**src/rtl/alu_station_pkg.sv**
```systemverilog
// rtl/alu_station_pkg.sv - shared types, tags, op codes and operand wake helper for the ALU station
package alu_station_pkg;

    typedef logic [31:0] word_t;
    typedef logic [4:0]  regaddr_t;
    typedef logic [1:0]  regtag_t;
    typedef logic [3:0]  aluop_t;

    localparam regtag_t UNLOCKED   = 2'd0;
    localparam regtag_t ALU_MASTER = 2'd1;
    localparam regtag_t ALU_SALVER = 2'd2;
    localparam regtag_t LOAD_STORE = 2'd3;

    localparam aluop_t OP_ADD   = 4'd0;
    localparam aluop_t OP_SUB   = 4'd1;
    localparam aluop_t OP_SLL   = 4'd2;
    localparam aluop_t OP_SLT   = 4'd3;
    localparam aluop_t OP_SLTU  = 4'd4;
    localparam aluop_t OP_XOR   = 4'd5;
    localparam aluop_t OP_SRL   = 4'd6;
    localparam aluop_t OP_SRA   = 4'd7;
    localparam aluop_t OP_OR    = 4'd8;
    localparam aluop_t OP_AND   = 4'd9;
    localparam aluop_t OP_PASSY = 4'd10;

    typedef enum logic [1:0] {
        ST_FREE = 2'd0,
        ST_WAIT = 2'd1,
        ST_DONE = 2'd2
    } station_state_e;

    typedef struct packed {
        regtag_t tag;
        word_t   data;
    } operand_t;

    // Each bus carries a fixed producer tag, so at most one bus can match a given operand.
    function automatic operand_t wake_operand(
        input operand_t o,
        input logic     en0,
        input word_t    d0,
        input logic     en1,
        input word_t    d1,
        input logic     enm,
        input word_t    dm
    );
        operand_t r;
        r = o;
        if (en0 && o.tag == ALU_MASTER) r = '{tag: UNLOCKED, data: d0};
        if (en1 && o.tag == ALU_SALVER) r = '{tag: UNLOCKED, data: d1};
        if (enm && o.tag == LOAD_STORE) r = '{tag: UNLOCKED, data: dm};
        return r;
    endfunction

endpackage

```
**src/rtl/alu_station_alu_core.sv**
```systemverilog
// rtl/alu_station_alu_core.sv - combinational integer ALU used by the station
module alu_core
    import alu_station_pkg::*;
(
    input  aluop_t op,
    input  word_t  x,
    input  word_t  y,
    output word_t  result
);

    logic [4:0] shamt;

    always_comb begin
        shamt  = y[4:0];
        result = '0;
        case (op)
            OP_ADD:   result = x + y;
            OP_SUB:   result = x - y;
            OP_SLL:   result = x << shamt;
            OP_SLT:   result = {31'd0, $signed(x) < $signed(y)};
            OP_SLTU:  result = {31'd0, x < y};
            OP_XOR:   result = x ^ y;
            OP_SRL:   result = x >> shamt;
            OP_SRA:   result = word_t'($signed(x) >>> shamt);
            OP_OR:    result = x | y;
            OP_AND:   result = x & y;
            OP_PASSY: result = y;
            default:  result = '0;
        endcase
    end

endmodule

```
**src/rtl/alu_station.sv**
```systemverilog
// rtl/alu_station.sv - single-entry reservation station with ALU and write-back broadcast
module alu_station
    import alu_station_pkg::*;
#(
    parameter regtag_t MY_TAG = ALU_MASTER
) (
    input  logic     clk,
    input  logic     rst,
    input  logic     rdy,
    input  logic     en_disp,
    output logic     disp_ready,
    input  aluop_t   op,
    input  word_t    datax,
    input  word_t    datay,
    input  regtag_t  tagx,
    input  regtag_t  tagy,
    input  regaddr_t rd,
    input  logic     en_wb0,
    input  logic     en_wb1,
    input  logic     en_wbM,
    input  regaddr_t wb_addr0,
    input  regaddr_t wb_addr1,
    input  regaddr_t wb_addrM,
    input  word_t    wb_data0,
    input  word_t    wb_data1,
    input  word_t    wb_dataM,
    output logic     en_w,
    output regaddr_t reg_write_addr,
    output word_t    write_data
);

    station_state_e state_q, state_d;
    aluop_t         op_q, op_d;
    regaddr_t       rd_q, rd_d;
    operand_t       opx_q, opx_d, opy_q, opy_d;
    logic           en_w_q, en_w_d;
    regaddr_t       addr_q, addr_d;
    word_t          data_q, data_d;

    logic     accept;
    logic     both_ready;
    operand_t woke_x, woke_y;
    aluop_t   alu_op;
    word_t    alu_result;

    // Matching is by tag only; destination addresses on the snooped buses and our own tag
    // (used by dispatch to lock rd) play no part inside the station.
    logic unused_cfg;
    assign unused_cfg = ^{wb_addr0, wb_addr1, wb_addrM, MY_TAG};

    assign disp_ready = (state_q == ST_FREE) || (state_q == ST_DONE);

    always_comb begin
        accept     = rdy && en_disp && disp_ready;
        woke_x     = wake_operand(accept ? operand_t'{tag: tagx, data: datax} : opx_q,
                                  en_wb0, wb_data0, en_wb1, wb_data1, en_wbM, wb_dataM);
        woke_y     = wake_operand(accept ? operand_t'{tag: tagy, data: datay} : opy_q,
                                  en_wb0, wb_data0, en_wb1, wb_data1, en_wbM, wb_dataM);
        both_ready = (woke_x.tag == UNLOCKED) && (woke_y.tag == UNLOCKED);
        alu_op     = accept ? op : op_q;
    end

    alu_core u_alu_core (
        .op     (alu_op),
        .x      (woke_x.data),
        .y      (woke_y.data),
        .result (alu_result)
    );

    always_comb begin
        state_d = state_q;
        op_d    = op_q;
        rd_d    = rd_q;
        opx_d   = opx_q;
        opy_d   = opy_q;
        en_w_d  = en_w_q;
        addr_d  = addr_q;
        data_d  = data_q;
        if (rdy) begin
            en_w_d = 1'b0;
            if (accept) begin
                op_d  = op;
                rd_d  = rd;
                opx_d = woke_x;
                opy_d = woke_y;
            end
            if (accept || state_q == ST_WAIT) begin
                opx_d = woke_x;
                opy_d = woke_y;
                if (both_ready) begin
                    state_d = ST_DONE;
                    en_w_d  = 1'b1;
                    addr_d  = accept ? rd : rd_q;
                    data_d  = alu_result;
                end else begin
                    state_d = ST_WAIT;
                end
            end else begin
                state_d = ST_FREE;
            end
        end
    end

    always_ff @(posedge clk) begin
        if (rst) begin
            state_q <= ST_FREE;
            op_q    <= OP_ADD;
            rd_q    <= '0;
            opx_q   <= '{tag: UNLOCKED, data: '0};
            opy_q   <= '{tag: UNLOCKED, data: '0};
            en_w_q  <= 1'b0;
            addr_q  <= '0;
            data_q  <= '0;
        end else begin
            state_q <= state_d;
            op_q    <= op_d;
            rd_q    <= rd_d;
            opx_q   <= opx_d;
            opy_q   <= opy_d;
            en_w_q  <= en_w_d;
            addr_q  <= addr_d;
            data_q  <= data_d;
        end
    end

    assign en_w           = en_w_q;
    assign reg_write_addr = addr_q;
    assign write_data     = data_q;

endmodule
```
**config.mk**
```make
export PLATFORM = sky130hd
export DESIGN_NAME = alu_station
export DESIGN_NICKNAME = d
export VERILOG_FILES = /design/src/rtl/alu_station_pkg.sv /design/src/rtl/alu_station_alu_core.sv /design/src/rtl/alu_station.sv
export SDC_FILE = /design/constraint.sdc
export NUM_CORES = 1
export LEC_CHECK = 0
export CAP_MARGIN = 30
export CORE_ASPECT_RATIO = 1.25
export CORE_MARGIN = 2
export CORE_UTILIZATION = 30
export CTS_BUF_LIST = sky130_fd_sc_hd__clkbuf_4 sky130_fd_sc_hd__clkbuf_8 sky130_fd_sc_hd__clkbuf_16
export DETAILED_ROUTE_END_ITERATION = 12
export PLACE_DENSITY_LB_ADDON = 0.25
export RECOVER_POWER = 100
export SLEW_MARGIN = 20
export SYNTH_ARGS = -nofsm -noshare
export SYNTH_HDL_FRONTEND = slang
export SYNTH_SLANG_ARGS = --single-unit
```
**constraint.sdc**
```tcl
create_clock -name clk -period 7.11 [get_ports clk]
set_input_delay 1.422 -clock clk [delete_from_list [all_inputs] [get_ports clk]]
set_output_delay 1.422 -clock clk [all_outputs]
set_load 0.02 [all_outputs]
```
# Yosys cells after proc, flatten, opt, wreduce, memory -nomap -nowiden

Cells that the tools add are included.

Bits in registers: 117
Input bits: 195
Output and inout port bits: 39
Word-level logic and storage cells: 75

Add/subtract/negate cells: 2
$lt $le $gt $ge: 2
Eq/ne operators: 18
Shifts and indexed selects: 3
Mux-type cells: 19
Bitwise operators: 3
Reduce and logical (&&, ||, !) cells: 18

Operators with widths:

| cell                 | number |
|---|---|
| $mux W34             | 12 |
| $pmux W32 S11        | 1 |
| $lt A32 B32 Y1       | 2 |
| $add A32 B32 Y32     | 1 |
| $and A32 B32 Y32     | 1 |
| $or A32 B32 Y32      | 1 |
| $shl A32 B5 Y32      | 1 |
| $shr A32 B5 Y32      | 1 |
| $sshr A32 B5 Y32     | 1 |
| $sub A32 B32 Y32     | 1 |
| $xor A32 B32 Y32     | 1 |
| $eq A4 B3 Y1 const B | 4 |
| $eq A4 B4 Y1 const B | 3 |
| $eq A2 B2 Y1 const B | 5 |
| $logic_and A1 B1 Y1  | 9 |
| $eq A4 B2 Y1 const B | 2 |
| $eq A2 B1 Y1 const B | 3 |
| $logic_not A2 Y1     | 3 |
| $mux W5              | 1 |
| $eq A4 B1 Y1 const B | 1 |
| $logic_not A4 Y1     | 1 |
| $mux W2              | 2 |
| $mux W4              | 1 |
| $reduce_and A3 Y1    | 1 |
| other kinds (4)      | 6 |

# Depth between registers and ports, before layout

Depth in word-level cells: 13
Mapped depth: 27
Depth with buffers taken out: 20

# Modules after synthesis

From an unflattened synthesis, not the netlist that was laid out.

Cell total of the unflattened synthesis: 2534
Area total of the unflattened synthesis: 17595.6 µm²

Modules (own cells, without submodules):

| module      | instances | cells an instance | area each (µm²) | seq. area each (µm²) |
|---|---|---|---|---|
| alu_core    | 1         | 1374              | 9127.5          | 0.0 |
| alu_station | 1         | 1160              | 8468.1          | 2322.2 |

# Worst setup path before layout

OpenSTA, ideal clock, no wires.

Path type: input to register
Start point: input port rdy
End point: register data_q[19] (netlist: write_data[19])
Setup time: 0.127 ns
Data arrival time: 6.069 ns
Required time: 6.983 ns
Setup slack: 0.914 ns
Cell stages on the path: 25
Path buffers: 9
Cell sequence: buf_6 -> and3b_1 -> buf_6 -> buf_8 -> buf_8 -> buf_6 -> buf_2 -> buf_2 -> buf_1 -> nand2_1 -> a311oi_1 -> a21oi_1 -> o21ai_0 -> ha_1 -> clkbuf_1 -> and2_1 -> a311o_1 -> a311oi_1 -> o41ai_1 -> a21o_1 -> a211oi_1 -> a21oi_1 -> xnor2_1 -> a221oi_1 -> a31oi_1

Elaborated cells between the ends (all ways): 48
Classes of those cells: 2 x add/sub; 16 x eq/ne; 3 x shift; 10 x mux; 3 x bitwise; 14 x reduce/logical

RTL lines:

| item                                                 | RTL line                                               | text |
|---|---|---|
| start, declared                                      | alu_station.sv:9                                       | `input logic rdy,` |
| $logic_and A1 B1 Y1 * (2 in series)                  | alu_station.sv:54                                      | `accept = rdy && en_disp && disp_ready;` |
| $mux W34 *                                           | alu_station.sv:57                                      | `woke_y = wake_operand(accept ? operand_t'{tag: tagy, data: datay} : opy_q,` |
| $eq A2 B1 Y1                                         | alu_station_pkg.sv:49                                  | `if (en0 && o.tag == ALU_MASTER) r = '{tag: UNLOCKED, data: d0};` |
| $logic_and A1 B1 Y1                                  | alu_station_pkg.sv:49                                  |  |
| $mux W34                                             | alu_station_pkg.sv:49                                  |  |
| $mux W34                                             | alu_station_pkg.sv:50                                  | `if (en1 && o.tag == ALU_SALVER) r = '{tag: UNLOCKED, data: d1};` |
| $mux W34 *                                           | alu_station_pkg.sv:51                                  | `if (enm && o.tag == LOAD_STORE) r = '{tag: UNLOCKED, data: dm};` |
| named net u_alu_core.y[8]                            | alu_station_alu_core.sv:7                              | `input word_t y,` |
| $sub A32 B32 Y32 or $add A32 B32 Y32 (tied branches) | alu_station_alu_core.sv:18, alu_station_alu_core.sv:17 |  |
| $pmux W32 S11 *                                      | alu_station_alu_core.sv:16                             | `case (op)` |
| end signal, assigned                                 | alu_station.sv:122                                     | `data_q <= data_d;` |
| end, declared                                        | alu_station.sv:38                                      | `word_t data_q, data_d;` |

Mark *: on every way through the listed nets, which the timed path passes. The rest lies on a longest branch.
A chain may end at the register's enable or synchronous reset.

# Worst setup path after layout

Start point: input port en_disp
End point: register data_q[20] (netlist: write_data[20])

Longest elaborated chain between the ends: 11
Elaborated cells between the ends (all ways): 48
Classes of those cells: 2 x add/sub; 16 x eq/ne; 3 x shift; 10 x mux; 3 x bitwise; 14 x reduce/logical

Ends and longest elaborated chain:

| item                                                                     | RTL line          | text |
|---|---|---|
| start, declared                                                          | alu_station.sv:10 | `input logic en_disp,` |
| $logic_and A1 B1 Y1 * (2 in series)                                      | alu_station.sv:54 |  |
| parallel branches: the longest is 9 deep, another holds $sub A32 B32 Y32 | -                 |  |

Every way passes the cells marked *.

==> impl_results.md <==
- Finished Layout Cells: roughly 3500
- CTS Root Cell: clkbuf_16
- Critical Path RT: between 7 and 8 ns
- Worst Tran Pin Value: roughly 3.3 ns
- Tmin final: between 6 and 7 ns
- Yosys cell types: 100
- Fin area: around 22000 µm²
- Sw power: 2.07 mW
- Number of flops mapped to enable cells by yosys: 0
- HP Class: flop to flop
- Post-route ant nets: 0
- Post-Syn Area: roughly 17000 µm²
- Max cap viols: 1
- Initial core utilization: 0.303
- Clock tree from TritonCTS: yes
- Hold Fails Final Rpt: 0
- Post-DP HPWL: approximately 88000 µm
- Drt first pass iters: 8
- Violated checks: max-capacitance violations, max-slew violations
- Pwr Density: between 150 and 200 nW/µm²
- Syn_area_per_cell: approximately 6.9 µm²
- Die ar.: between 50000 and 60000 µm²
- Routed vias/inst: between 6 and 7
- Clock Latency Late Sink: 0.49 ns
- Commonest non-fill, non-tap cell in the layout: nand2_1
- GR Overflow Total: 0
- Period utilization: 0.983
- CP Max Fanout: 53
- RSZ-0062 raised after global routing: false
- RR Endpoint: write_data[20]$_SDFFE_PP0P_
- Num CTS Buffers: 17
- Worst r2r src: state_q[0]$_SDFFE_PP0P_
- Layout Nets: ~3100
- Critical path type: input pin to flop
- Most frequent cells in the layout: nand2_1, buf_4, a21oi_1
- CP endpoint: write_data[20]$_SDFFE_PP0P_
- CP Launch Point: en_disp
- H-tree depth: 4
- Worst Reg-to-Reg Cells: 16
- CP arrival: 7.33 ns
- Initial antenna violation count: 3
- Finished Core Util: 0.398
- Top-Level Pins: roughly 230
- Final setup viols: 0
- Core area: between 50000 and 60000 µm²
- Slew HR: -1.21
- Ys flop type: dfxtp_1
- Sw Share: 0.482
- GR Util All Layers: 0.373
- Reg power frac: 0.166
- Die H: ~270 µm
- Internal power: 2.23 mW
- P&R area growth vs syn: 31.5%
- # DRC: 0
- Sequential area share after synthesis: 0.140
- Dpl cells: about 3500
- Startpoint Class: input pin
- Global-route wire length before repair: roughly 150000 µm
- Post-DP Area: ~21000 µm²
- Routed WL per cell: between 30 and 40 µm
- Fmax: between 0.1 and 0.15 GHz
- PortBufs: around 220
- Flops & latches, synth: roughly 120
- Reg clk slew, reported paths: around 0.07 ns
- Synth async-reset ratio: 0
- Fillers: between 5000 and 6000
- Reg2reg setup slack: 1.26 ns
- Warning count from the yosys run: 0
- Final worst clock skew: between 0.015 and 0.02 ns
- Combinational share of power: 0.603
- Clock power frac: 0.231
- Setup bufs post-CTS: 0
- Longest Clk Path Bufs: 2
- Status: complete, but fails checks
- Post-Synthesis Cells: 2402
- Syn Nets: 2697
- Max-slew violation count: 67
- Gpl congestion: between 0.9 and 1
- Pin count of the biggest net entering global routing: 71
- Area of the multi-input gates: between 10000 and 15000 µm²
- Worst hold slack: 0.453 ns
- Routed WL: approximately 110000 µm
- Via count: about 22000
- Clk sink count: 116
- Register area: 2320 µm²
- Leak: between 8 and 9 nW
- Number of DRC markers in iteration 0: approximately 2400
- Final Power: 4.30 mW
- Vias in the first global route: roughly 21000
- Site Rows: 96
- CP endpoint kind: flop
- Layout cells sized above 1: 0.161
- Worst vdd ir: 0.151 mV
- Die Width: 214 µm
-- worst max-delay path, stage by stage --
cell           delay [ns]
dlygate4sd3_1        0.65
and3b_4              0.42
mux2i_4              0.32
buf_4                0.16
buf_4                0.25
buf_4                0.27
or2_2                0.17
o21ai_4              0.09
inv_2                0.08
buf_2                1.03
nor3_1               0.34
nor2_1               0.31
a21oi_1              0.27
o221ai_2             0.33
o21ai_1              0.10
a2111oi_0            0.87
a211oi_1             0.17
-- routing by layer --
| metal | wire [µm] | vias up | global-route usage |
|---|---|---|---|
| li1 | - | 9661 | - |
| met1 | 44400 | 10600 | 0.465 |
| met2 | 48700 | 1289 | 0.600 |
| met3 | 8520 | 320 | 0.0593 |
| met4 | 7930 | 0 | 0.237 |
| met5 | 0 | - | 0 |
-- worst min path at each step --
stage	from	end	slack [ns]	cells past startpoint
floorplan	opx_q[6]$_SDFFE_PP0P_	opx_q[6]$_SDFFE_PP0P_	0.43	2
global placement	opx_q[6]$_SDFFE_PP0P_	opx_q[6]$_SDFFE_PP0P_	0.44	2
detailed placement	opx_q[20]$_SDFFE_PP0P_	opx_q[20]$_SDFFE_PP0P_	0.45	2
CTS	opx_q[25]$_SDFFE_PP0P_	opx_q[25]$_SDFFE_PP0P_	0.45	2
global route	opx_q[6]$_SDFFE_PP0P_	opx_q[6]$_SDFFE_PP0P_	0.47	2
finish	opx_q[6]$_SDFFE_PP0P_	opx_q[6]$_SDFFE_PP0P_	0.45	2
-- kinds of logic after synthesis --
family | after synthesis | share of synthesized area
AOI/OAI and AO/OA | 893 | 0.366
and+or+nand+nor | 805 | 0.215
buffers and inverters | 294 | 0.0800
muxes | 167 | 0.108
DFF | 116 | 0.140
adders and majority gates | 100 | 0.0763
xor gates and xnor gates | 27 | 0.0142
-- stage by stage --
step | setup slack, ns | setup TNS (ns)
2_1_floorplan | 0.914 | 0
3_3_place_gp | -0.142 | -0.195
3_5_place_dp | -0.0676 | -0.0676
4_1_cts | 0.432 | 0
5_1_grt | 0.0346 | 0
6_report | 0.120 | 0
-- area by class of cell --
type / count / area share
Antenna cell: 4 / 0.000459
Clock buffer: 18 / 0.0201
Clock inverter: 13 / 0.00900
Inverter: 107 / 0.0186
Multi-Input combinational cell: 1992 / 0.596
Sequential cell: 116 / 0.106
Tap cell: 735 / 0.0421
Timing Repair Buffer: 534 / 0.207
-- power by group through the flow --
| stage | sequential [mW] | combinational, mW | clock [mW] |
|---|---|---|---|
| finish | 0.712 | 2.59 | 0.995 |
| global route | 0.715 | 2.71 | 1.03 |
| CTS | 0.711 | 2.53 | 1.01 |
| detailed placement | 0.725 | 2.51 | 0 |
| global placement | 0.725 | 2.52 | 0 |
| floorplan | 0.728 | 1.32 | 0 |
-- registers in the layout, indices dropped and copies added, names as in the netlist --
| register | flops |
|---|---|
| reg_write_addr | 5 |
| opy_q | 34 |
| op_q | 4 |
| write_data | 32 |
| opx_q | 34 |
| state_q | 2 |
| rd_q | 5 |
-- cell usage after synthesis (all sizes together) (7+ instances only) --
library cell,count,area [µm²]
a2111oi,12,106
a211o,11,96.3
a211oi,59,483
a21o,29,218
a21oi,272,1370
a221o,10,100
a221oi,39,342
a222oi,8,80.1
a22oi,29,218
a311oi,28,245
a31oi,27,175
a32oi,14,123
and2,12,75.1
and3,17,106
buf,94,572
clkbuf,93,350
dfxtp,116,2320
ha,98,1230
inv,105,397
mux2,52,623
mux2i,115,1170
nand2,328,1240
nand2b,23,144
nand3,30,150
nand3b,14,105
nand4,7,43.8
nor2,249,945
nor2b,15,93.8
nor3,56,295
nor4,11,68.8
o211a,7,70.1
o211ai,41,313
o21a,8,60.1
o21ai,142,718
o21bai,13,97.6
o221ai,29,284
o22ai,37,269
o31ai,8,60.1
o32ai,9,86.3
or2,17,106
or3,11,68.8
xnor2,25,219
-- repair_timing --
| item | CTS | global route |
|---|---|---|
| setup endpoints to repair | 0 | 1 |
| hold buffers | 0 | 0 |
| gates resized for setup | 0 | 1 |
(Power assumes the default switching activity.)
